==> src/rtl/event_tx_scheduler_pkg.sv <==
// Shared types and constants for the event transmit scheduler.
// Latency: n/a (types, constants and a combinational helper only).
// Backpressure: n/a.
package event_tx_scheduler_pkg;

    typedef enum logic [1:0] {
        ST_IDLE,
        ST_SEND,
        ST_WAIT_BUSY,
        ST_WAIT_DONE
    } state_e;

    localparam logic [7:0] CH_F    = 8'h46;
    localparam logic [7:0] CH_N    = 8'h4E;
    localparam logic [7:0] CH_HASH = 8'h23;
    localparam logic [7:0] CH_ZERO = 8'h30;

    localparam int ID_W    = 6;
    localparam int ENTRY_W = ID_W + 1;

    // Queued event: is_fault = 1 for a fault, 0 for a node change.
    typedef struct packed {
        logic            is_fault;
        logic [ID_W-1:0] id;
    } entry_t;

    // Node id to {tens, ones} ASCII digits. An id of at most 63 needs at
    // most six subtractions of 10, so the loop unrolls into six
    // compare-subtract stages and no divider is built.
    function automatic logic [15:0] id_to_ascii(input logic [ID_W-1:0] id);
        logic [ID_W-1:0] rem;
        logic [3:0]      tens;
        rem  = id;
        tens = 4'd0;
        for (int i = 0; i < 6; i++) begin
            if (rem >= 6'd10) begin
                rem  = rem - 6'd10;
                tens = tens + 4'd1;
            end
        end
        return {CH_ZERO + {4'd0, tens}, CH_ZERO + {2'd0, rem}};
    endfunction

endpackage

==> src/rtl/event_fifo_2w.sv <==
// Event queue with two write ports (wr0 has priority) and one read port.
// Latency: an entry written at an edge is readable in the next cycle.
// Backpressure: writes that do not fit are dropped and flagged on drop;
//               free space is judged before any same-cycle pop.
// Ports: wr0_vld/wr0_dat, wr1_vld/wr1_dat write; rd_vld/rd_rdy/rd_dat read;
//        level = entries held; drop = an offered write was discarded.
module event_fifo_2w
    import event_tx_scheduler_pkg::*;
#(
    parameter int DEPTH = 4
) (
    input  logic                   clk,
    input  logic                   rst,
    input  logic                   wr0_vld,
    input  entry_t                 wr0_dat,
    input  logic                   wr1_vld,
    input  entry_t                 wr1_dat,
    input  logic                   rd_rdy,
    output logic                   rd_vld,
    output entry_t                 rd_dat,
    output logic [$clog2(DEPTH):0] level,
    output logic                   drop
);

    localparam int PTR_W = $clog2(DEPTH);
    localparam int LVL_W = PTR_W + 1;

    entry_t             mem_q [DEPTH];
    entry_t             mem_d [DEPTH];
    logic [PTR_W-1:0]   wr_ptr_q, wr_ptr_d;
    logic [PTR_W-1:0]   rd_ptr_q, rd_ptr_d;
    logic [LVL_W-1:0]   level_q, level_d;
    logic [LVL_W-1:0]   free;
    logic               acc0, acc1, pop;

    always_comb begin
        free = LVL_W'(DEPTH) - level_q;
        acc0 = wr0_vld && (free != '0);
        // wr1 lands behind wr0 when both are accepted, so it needs two slots.
        acc1 = wr1_vld && (acc0 ? (free >= LVL_W'(2)) : (free != '0));
        pop  = rd_rdy && (level_q != '0);

        mem_d = mem_q;
        if (acc0) mem_d[wr_ptr_q] = wr0_dat;
        if (acc1) mem_d[wr_ptr_q + PTR_W'(acc0)] = wr1_dat;

        wr_ptr_d = wr_ptr_q + PTR_W'(acc0) + PTR_W'(acc1);
        rd_ptr_d = rd_ptr_q + PTR_W'(pop);
        level_d  = level_q + LVL_W'(acc0) + LVL_W'(acc1) - LVL_W'(pop);
        drop     = (wr0_vld && !acc0) || (wr1_vld && !acc1);
    end

    always_ff @(posedge clk) begin
        if (rst) begin
            wr_ptr_q <= '0;
            rd_ptr_q <= '0;
            level_q  <= '0;
        end else begin
            wr_ptr_q <= wr_ptr_d;
            rd_ptr_q <= rd_ptr_d;
            level_q  <= level_d;
        end
    end

    // Storage needs no reset: level_q gates what is visible.
    always_ff @(posedge clk) begin
        mem_q <= mem_d;
    end

    assign rd_vld = (level_q != '0);
    assign rd_dat = mem_q[rd_ptr_q];
    assign level  = level_q;

endmodule

==> src/rtl/event_tx_scheduler.sv <==
// Queues fault/node events and sends each as a 4-byte ASCII message to the UART.
// Latency: pulse at t gives the first tx_start at t+3 when the UART is idle.
// Backpressure: holds each byte until tx_ready; a full queue drops events (sticky overflow).
// Ports: fault_detect/node_changed/node_counter event inputs; tx_ready/tx_start/
//        tx_data UART handshake; busy, msg_done, fifo_level, overflow status.
module event_tx_scheduler
    import event_tx_scheduler_pkg::*;
#(
    parameter int FIFO_DEPTH  = 4,
    parameter int ACK_TIMEOUT = 16
) (
    input  logic                        clk,
    input  logic                        rst,
    input  logic                        fault_detect,
    input  logic                        node_changed,
    input  logic [5:0]                  node_counter,
    input  logic                        tx_ready,
    output logic                        tx_start,
    output logic [7:0]                  tx_data,
    output logic                        busy,
    output logic                        msg_done,
    output logic [$clog2(FIFO_DEPTH):0] fifo_level,
    output logic                        overflow
);

    localparam int TMR_W = $clog2(ACK_TIMEOUT + 1);

    state_e             state_q, state_d;
    logic [1:0]         idx_q, idx_d;
    entry_t             msg_q, msg_d;
    logic [TMR_W-1:0]   timer_q, timer_d;
    logic               tx_start_q, tx_start_d;
    logic [7:0]         tx_data_q, tx_data_d;
    logic               msg_done_q, msg_done_d;
    logic               overflow_q, overflow_d;

    entry_t             fault_ent, node_ent, fifo_dat;
    logic               fifo_vld, fifo_pop, fifo_drop;
    logic [15:0]        digits;
    logic [7:0]         cur_byte;

    always_comb begin
        fault_ent = '{is_fault: 1'b1, id: node_counter};
        node_ent  = '{is_fault: 1'b0, id: node_counter};
    end

    // Fault on the priority port so it survives when only one slot is free.
    event_fifo_2w #(
        .DEPTH   (FIFO_DEPTH)
    ) u_fifo (
        .clk     (clk),
        .rst     (rst),
        .wr0_vld (fault_detect),
        .wr0_dat (fault_ent),
        .wr1_vld (node_changed),
        .wr1_dat (node_ent),
        .rd_rdy  (fifo_pop),
        .rd_vld  (fifo_vld),
        .rd_dat  (fifo_dat),
        .level   (fifo_level),
        .drop    (fifo_drop)
    );

    always_comb begin
        digits   = id_to_ascii(msg_q.id);
        cur_byte = CH_HASH;
        case (idx_q)
            2'd0:    cur_byte = msg_q.is_fault ? CH_F : CH_N;
            2'd1:    cur_byte = digits[15:8];
            2'd2:    cur_byte = digits[7:0];
            default: cur_byte = CH_HASH;
        endcase
    end

    always_comb begin
        state_d    = state_q;
        idx_d      = idx_q;
        msg_d      = msg_q;
        timer_d    = timer_q;
        tx_start_d = 1'b0;
        tx_data_d  = tx_data_q;
        msg_done_d = 1'b0;
        fifo_pop   = 1'b0;
        overflow_d = overflow_q | fifo_drop;

        case (state_q)
            ST_IDLE: begin
                if (fifo_vld) begin
                    fifo_pop = 1'b1;
                    msg_d    = fifo_dat;
                    idx_d    = 2'd0;
                    state_d  = ST_SEND;
                end
            end
            ST_SEND: begin
                if (tx_ready) begin
                    tx_start_d = 1'b1;
                    tx_data_d  = cur_byte;
                    timer_d    = '0;
                    state_d    = ST_WAIT_BUSY;
                end
            end
            ST_WAIT_BUSY: begin
                // The UART must acknowledge by dropping tx_ready; if it never
                // does, the same byte is offered again.
                if (!tx_ready) begin
                    state_d = ST_WAIT_DONE;
                end else if (timer_q == TMR_W'(ACK_TIMEOUT)) begin
                    state_d = ST_SEND;
                end else begin
                    timer_d = timer_q + TMR_W'(1);
                end
            end
            ST_WAIT_DONE: begin
                if (tx_ready) begin
                    if (idx_q == 2'd3) begin
                        msg_done_d = 1'b1;
                        state_d    = ST_IDLE;
                    end else begin
                        idx_d   = idx_q + 2'd1;
                        state_d = ST_SEND;
                    end
                end
            end
            default: state_d = ST_IDLE;
        endcase
    end

    always_ff @(posedge clk) begin
        if (rst) begin
            state_q    <= ST_IDLE;
            idx_q      <= 2'd0;
            msg_q      <= '0;
            timer_q    <= '0;
            tx_start_q <= 1'b0;
            tx_data_q  <= 8'h00;
            msg_done_q <= 1'b0;
            overflow_q <= 1'b0;
        end else begin
            state_q    <= state_d;
            idx_q      <= idx_d;
            msg_q      <= msg_d;
            timer_q    <= timer_d;
            tx_start_q <= tx_start_d;
            tx_data_q  <= tx_data_d;
            msg_done_q <= msg_done_d;
            overflow_q <= overflow_d;
        end
    end

    assign tx_start = tx_start_q;
    assign tx_data  = tx_data_q;
    assign busy     = (state_q != ST_IDLE);
    assign msg_done = msg_done_q;
    assign overflow = overflow_q;

endmodule

==> config.mk <==
export PLATFORM = sky130hd
export DESIGN_NAME = event_tx_scheduler
export DESIGN_NICKNAME = d
export VERILOG_FILES = /design/src/rtl/event_tx_scheduler_pkg.sv /design/src/rtl/event_fifo_2w.sv /design/src/rtl/event_tx_scheduler.sv
export SDC_FILE = /design/constraint.sdc
export NUM_CORES = 1
export LEC_CHECK = 0
export ABC_AREA = 1
export CAP_MARGIN = 15
export CORE_MARGIN = 5
export CORE_UTILIZATION = 30
export DETAILED_ROUTE_END_ITERATION = 8
export SYNTH_ARGS = -nofsm -noshare
export SYNTH_HDL_FRONTEND = slang
export SYNTH_HIERARCHICAL = 1
export SYNTH_SLANG_ARGS = --single-unit
==> constraint.sdc <==
create_clock -name clk -period 6.95 [get_ports clk]
set_clock_uncertainty 0.1 [all_clocks]
set_input_delay 2.085 -clock clk [delete_from_list [all_inputs] [get_ports clk]]
set_output_delay 2.085 -clock clk [all_outputs]
set_load 0.1 [all_outputs]
==> results summary <==
The initial standard-cell utilization of the core is between 30% and 40%. The register cell area after layout came out at 1221 um^2. Entering global routing, the biggest net connects 18 pins.

The total clock buffers created by CTS is 9. The floorplan has 45 rows. The initial antenna violation count came to 0. The share of synthesized flip-flops with an asynchronous set or reset came out at 0%. For the pin with the worst max-slew slack, the measured transition is 0.9784 ns. The max capacitance violation total is 0. The worst slew margin relative to its limit came out at 34.57%. Averaged over all synthesized cells, the footprint is 6.548 um^2. During synthesis, Yosys emitted a total of 6 warnings. The buffer count from post-CTS setup fixing is 0. The worst-skew pair later-pin latency came out at a little over 0.3 ns. After global routing, the most crowded layer is met2.

The weighted congestion reported at the end of routability-driven placement is 0.8800. Among the stages of the critical path, the cell type that occurs most often is sky130_fd_sc_hd__nand2_1. The setup path with the least slack is of type flop to flop. The first TritonRoute pass finished after 5 iterations. The met3 track demand over resource is 1.875%. The layout net count came out at 771. The class of the tightest hold or removal check is flop to flop.

The count of hold buffers inserted by post-cts repair is 0. TritonCTS built the clock tree. Summing all multi-input logic gate instances after layout gives 2978 um^2. Once routing completed, OpenROAD measured the worst setup slack at 1.026 ns. The post-layout minimum cycle time came out at 5.924 ns.

The routed via count is 4285. The detail route stage leaves a number of antenna-violating nets equal to 0. The post-route DRC violation count is 0. The final standard cell utilization of the core is 35.24%. Fill cells in the final layout number 1638. Clock-pin slew was measured on the worst setup and hold paths at around 0.050 ns. The die covers about 18000 um^2. The fraction of final layout cells with drive strength greater than 1 came out at 11.44%. At the worst endpoint, the required time is between 7 and 8 ns. Setup repair after global routing left no endpoint under its margin.

The cell count after placement is 909. The worst setup slack before clock tree synthesis came out at 1.031 ns. The setup TNS is 0 ns.

The total overflow left after global routing is 0. The buffer depth of the longest clock path came out at 2. In this run the clock root is driven by a sky130_fd_sc_hd__clkbuf_16.

The global routing usage on met2 is between 20 and 25%. The number of flops mapped to enable cells by yosys came out at 0. In the synthesized netlist the dominant register cell turns out to be sky130_fd_sc_hd__dfxtp_1. The number of global-route vias before repair is approximately 4.2k.

The routed design has approximately 11000 um of wire. The die is 134.2 um tall. Data on the critical path arrives at its endpoint at 6.02 ns. The layout-stage area growth over the synthesis result is 15.30%.

Pin placement for this block handled 26 I/O pins. Leaving out fill and tap cells, the most frequent cells in the layout are sky130_fd_sc_hd__nand2_1, sky130_fd_sc_hd__inv_1, sky130_fd_sc_hd__nand3_1. The final hold violation count came to 0. The number of antenna diodes in the final layout is 0.

The HPWL after detailed placement is 8002 um. Setup violations remaining at the end of the flow were counted as 0. In the final routed layout, each cell accounts on average for 11.70 um. STA classifies the critical path startpoint as a flop. The number of pins with negative max-slew slack in the final report came out at 0.

Timing would allow up to 168.8 MHz. The share of Yosys cell area claimed by the top area cell type is 26.38%. The period utilization came out at roughly 85%. The region available for standard cell placement spans 15150 um^2. The synthesized design spends more area on one cell type than any other, namely sky130_fd_sc_hd__dfxtp_1.

Port buffering added 24 buffers. The total of flip-flops plus latches after synthesis came out at 61. The worst setup path is captured at a flop. The number of H-tree levels is 3. The part of the Yosys area used for sequential elements is 26.38%. The finished layout holds between 900 and 1k standard cells, fillers aside. The number of cells produced by synthesis came out at 707. The met1 global-route usage came out at 16.81%. The synthesized netlist occupies a cell area of 4629 um^2. The leading cell type in the layout, fill and taps excluded is sky130_fd_sc_hd__nand2_1. The vias per cell is 4.648. The global-route wire length before repair came out at between 15000 and 20000 um. Across every metal layer, demand over resource in global routing totals 12.60%.

The number of distinct library cell variants in the gate-level netlist after synthesis came out at 46. The slowest stage of the critical path belongs to the cell sky130_fd_sc_hd__dfxtp_1. The biggest fanout along the worst timing path is 9. In the post-synthesis netlist, the biggest area contributors are sky130_fd_sc_hd__dfxtp_1, sky130_fd_sc_hd__nand2_1, sky130_fd_sc_hd__nand3_1. The largest stage delay on the critical path came out at 0.33 ns. The flow ran to the end, and the final reports show no timing, DRC or antenna violations.

The first-iteration detailed-routing DRC count is 242. The die width is 134.2 um. Gates resized during post-CTS repair numbered 0. The total number of clock tree sinks came out at 61.
final timing paths:
kind                           start  slack, ns                       to  cells past startpoint
min reg2reg  tx_data[2]$_SDFFE_PP0P_       0.35  tx_data[2]$_SDFFE_PP0P_                      2
max reg2reg    msg_q[2]$_SDFFE_PP0P_       1.03  tx_data[5]$_SDFFE_PP0P_                     50
max            msg_q[2]$_SDFFE_PP0P_       1.03  tx_data[5]$_SDFFE_PP0P_                     50
min          tx_data[2]$_SDFFE_PP0P_       0.35  tx_data[2]$_SDFFE_PP0P_                      2
area by class of cell:
class                      count  area share (%)
clock buffer                  11           4.735
timing repair buffer          24           4.501
tap                          188           4.407
multi-input combinational    536           55.79
clock inverter                 2          0.6564
sequential                    61           22.88
inverter                     100           7.032
metal layers:
| metal | share of wire, % | wire length, um | up-vias |
|---|---|---|---|
| met1 | 50 | 5364 | 1885 |
| met2 | 46 | 4938 | 67 |
| met4 | 0.70 | 76 | 0 |
| met5 | 0 | 0 | - |
| met3 | 3.8 | 411 | 4 |
| li1 | - | - | 2329 |
registers in the layout, summed over array words and instances (netlist names):
signal / flops
u_fifo/mem_q: 28
msg_q: 7
tx_data: 7
timer_q: 5
u_fifo/level: 3
idx_q: 2
state_q: 2
u_fifo/rd_ptr_q: 2
u_fifo/wr_ptr_q: 2
msg_done: 1
overflow: 1
tx_start: 1
worst max-delay path, delay by kind of cell (launching register included):
family	cells	cell delay (ns)
flops	1	0.33
fa+ha+maj	6	1.03
buf+inv	9	0.65
simple gates	31	3.05
compound gates	4	0.63
synthesized netlist by cell type (7+ instances only):
library cell               number
sky130_fd_sc_hd__a21oi_1       22
sky130_fd_sc_hd__clkbuf_1       8
sky130_fd_sc_hd__dfxtp_1       61
sky130_fd_sc_hd__ha_1          27
sky130_fd_sc_hd__inv_1         90
sky130_fd_sc_hd__inv_2          8
sky130_fd_sc_hd__nand2_1      176
sky130_fd_sc_hd__nand2_2       26
sky130_fd_sc_hd__nand2_4       13
sky130_fd_sc_hd__nand3_1       74
sky130_fd_sc_hd__nand4_1        9
sky130_fd_sc_hd__nor2_1        59
sky130_fd_sc_hd__nor2_2         7
sky130_fd_sc_hd__o21ai_0       59
sky130_fd_sc_hd__o22ai_1        8
sky130_fd_sc_hd__xor2_1         8
cells by family after synthesis:
kind of cell               after synthesis  synth area share (%)
adders and majority gates               28                 7.730
DFF                                     61                 26.38
AOI/OAI and AO/OA                      109                 13.95
and+or+nand+nor                        381                 39.73
xor gates and xnor gates                12                 2.433
buffers and inverters                  114                 9.621
other                                    2                0.1622
metrics by stage:
| step | area [um^2] | hold slack [ns] |
|---|---|---|
| final | 5338 | 0.3507 |
| after global routing | 5338 | 0.3668 |
| after CTS | 5338 | 0.3587 |
| after detailed placement | 5050 | 0.3512 |
| after global placement | 5050 | 0.3421 |
| after floorplan | 4644 | 0.3586 |
Power is not shown: default switching activity piles up to over one toggle a cycle in this logic, so the estimate is an artifact.
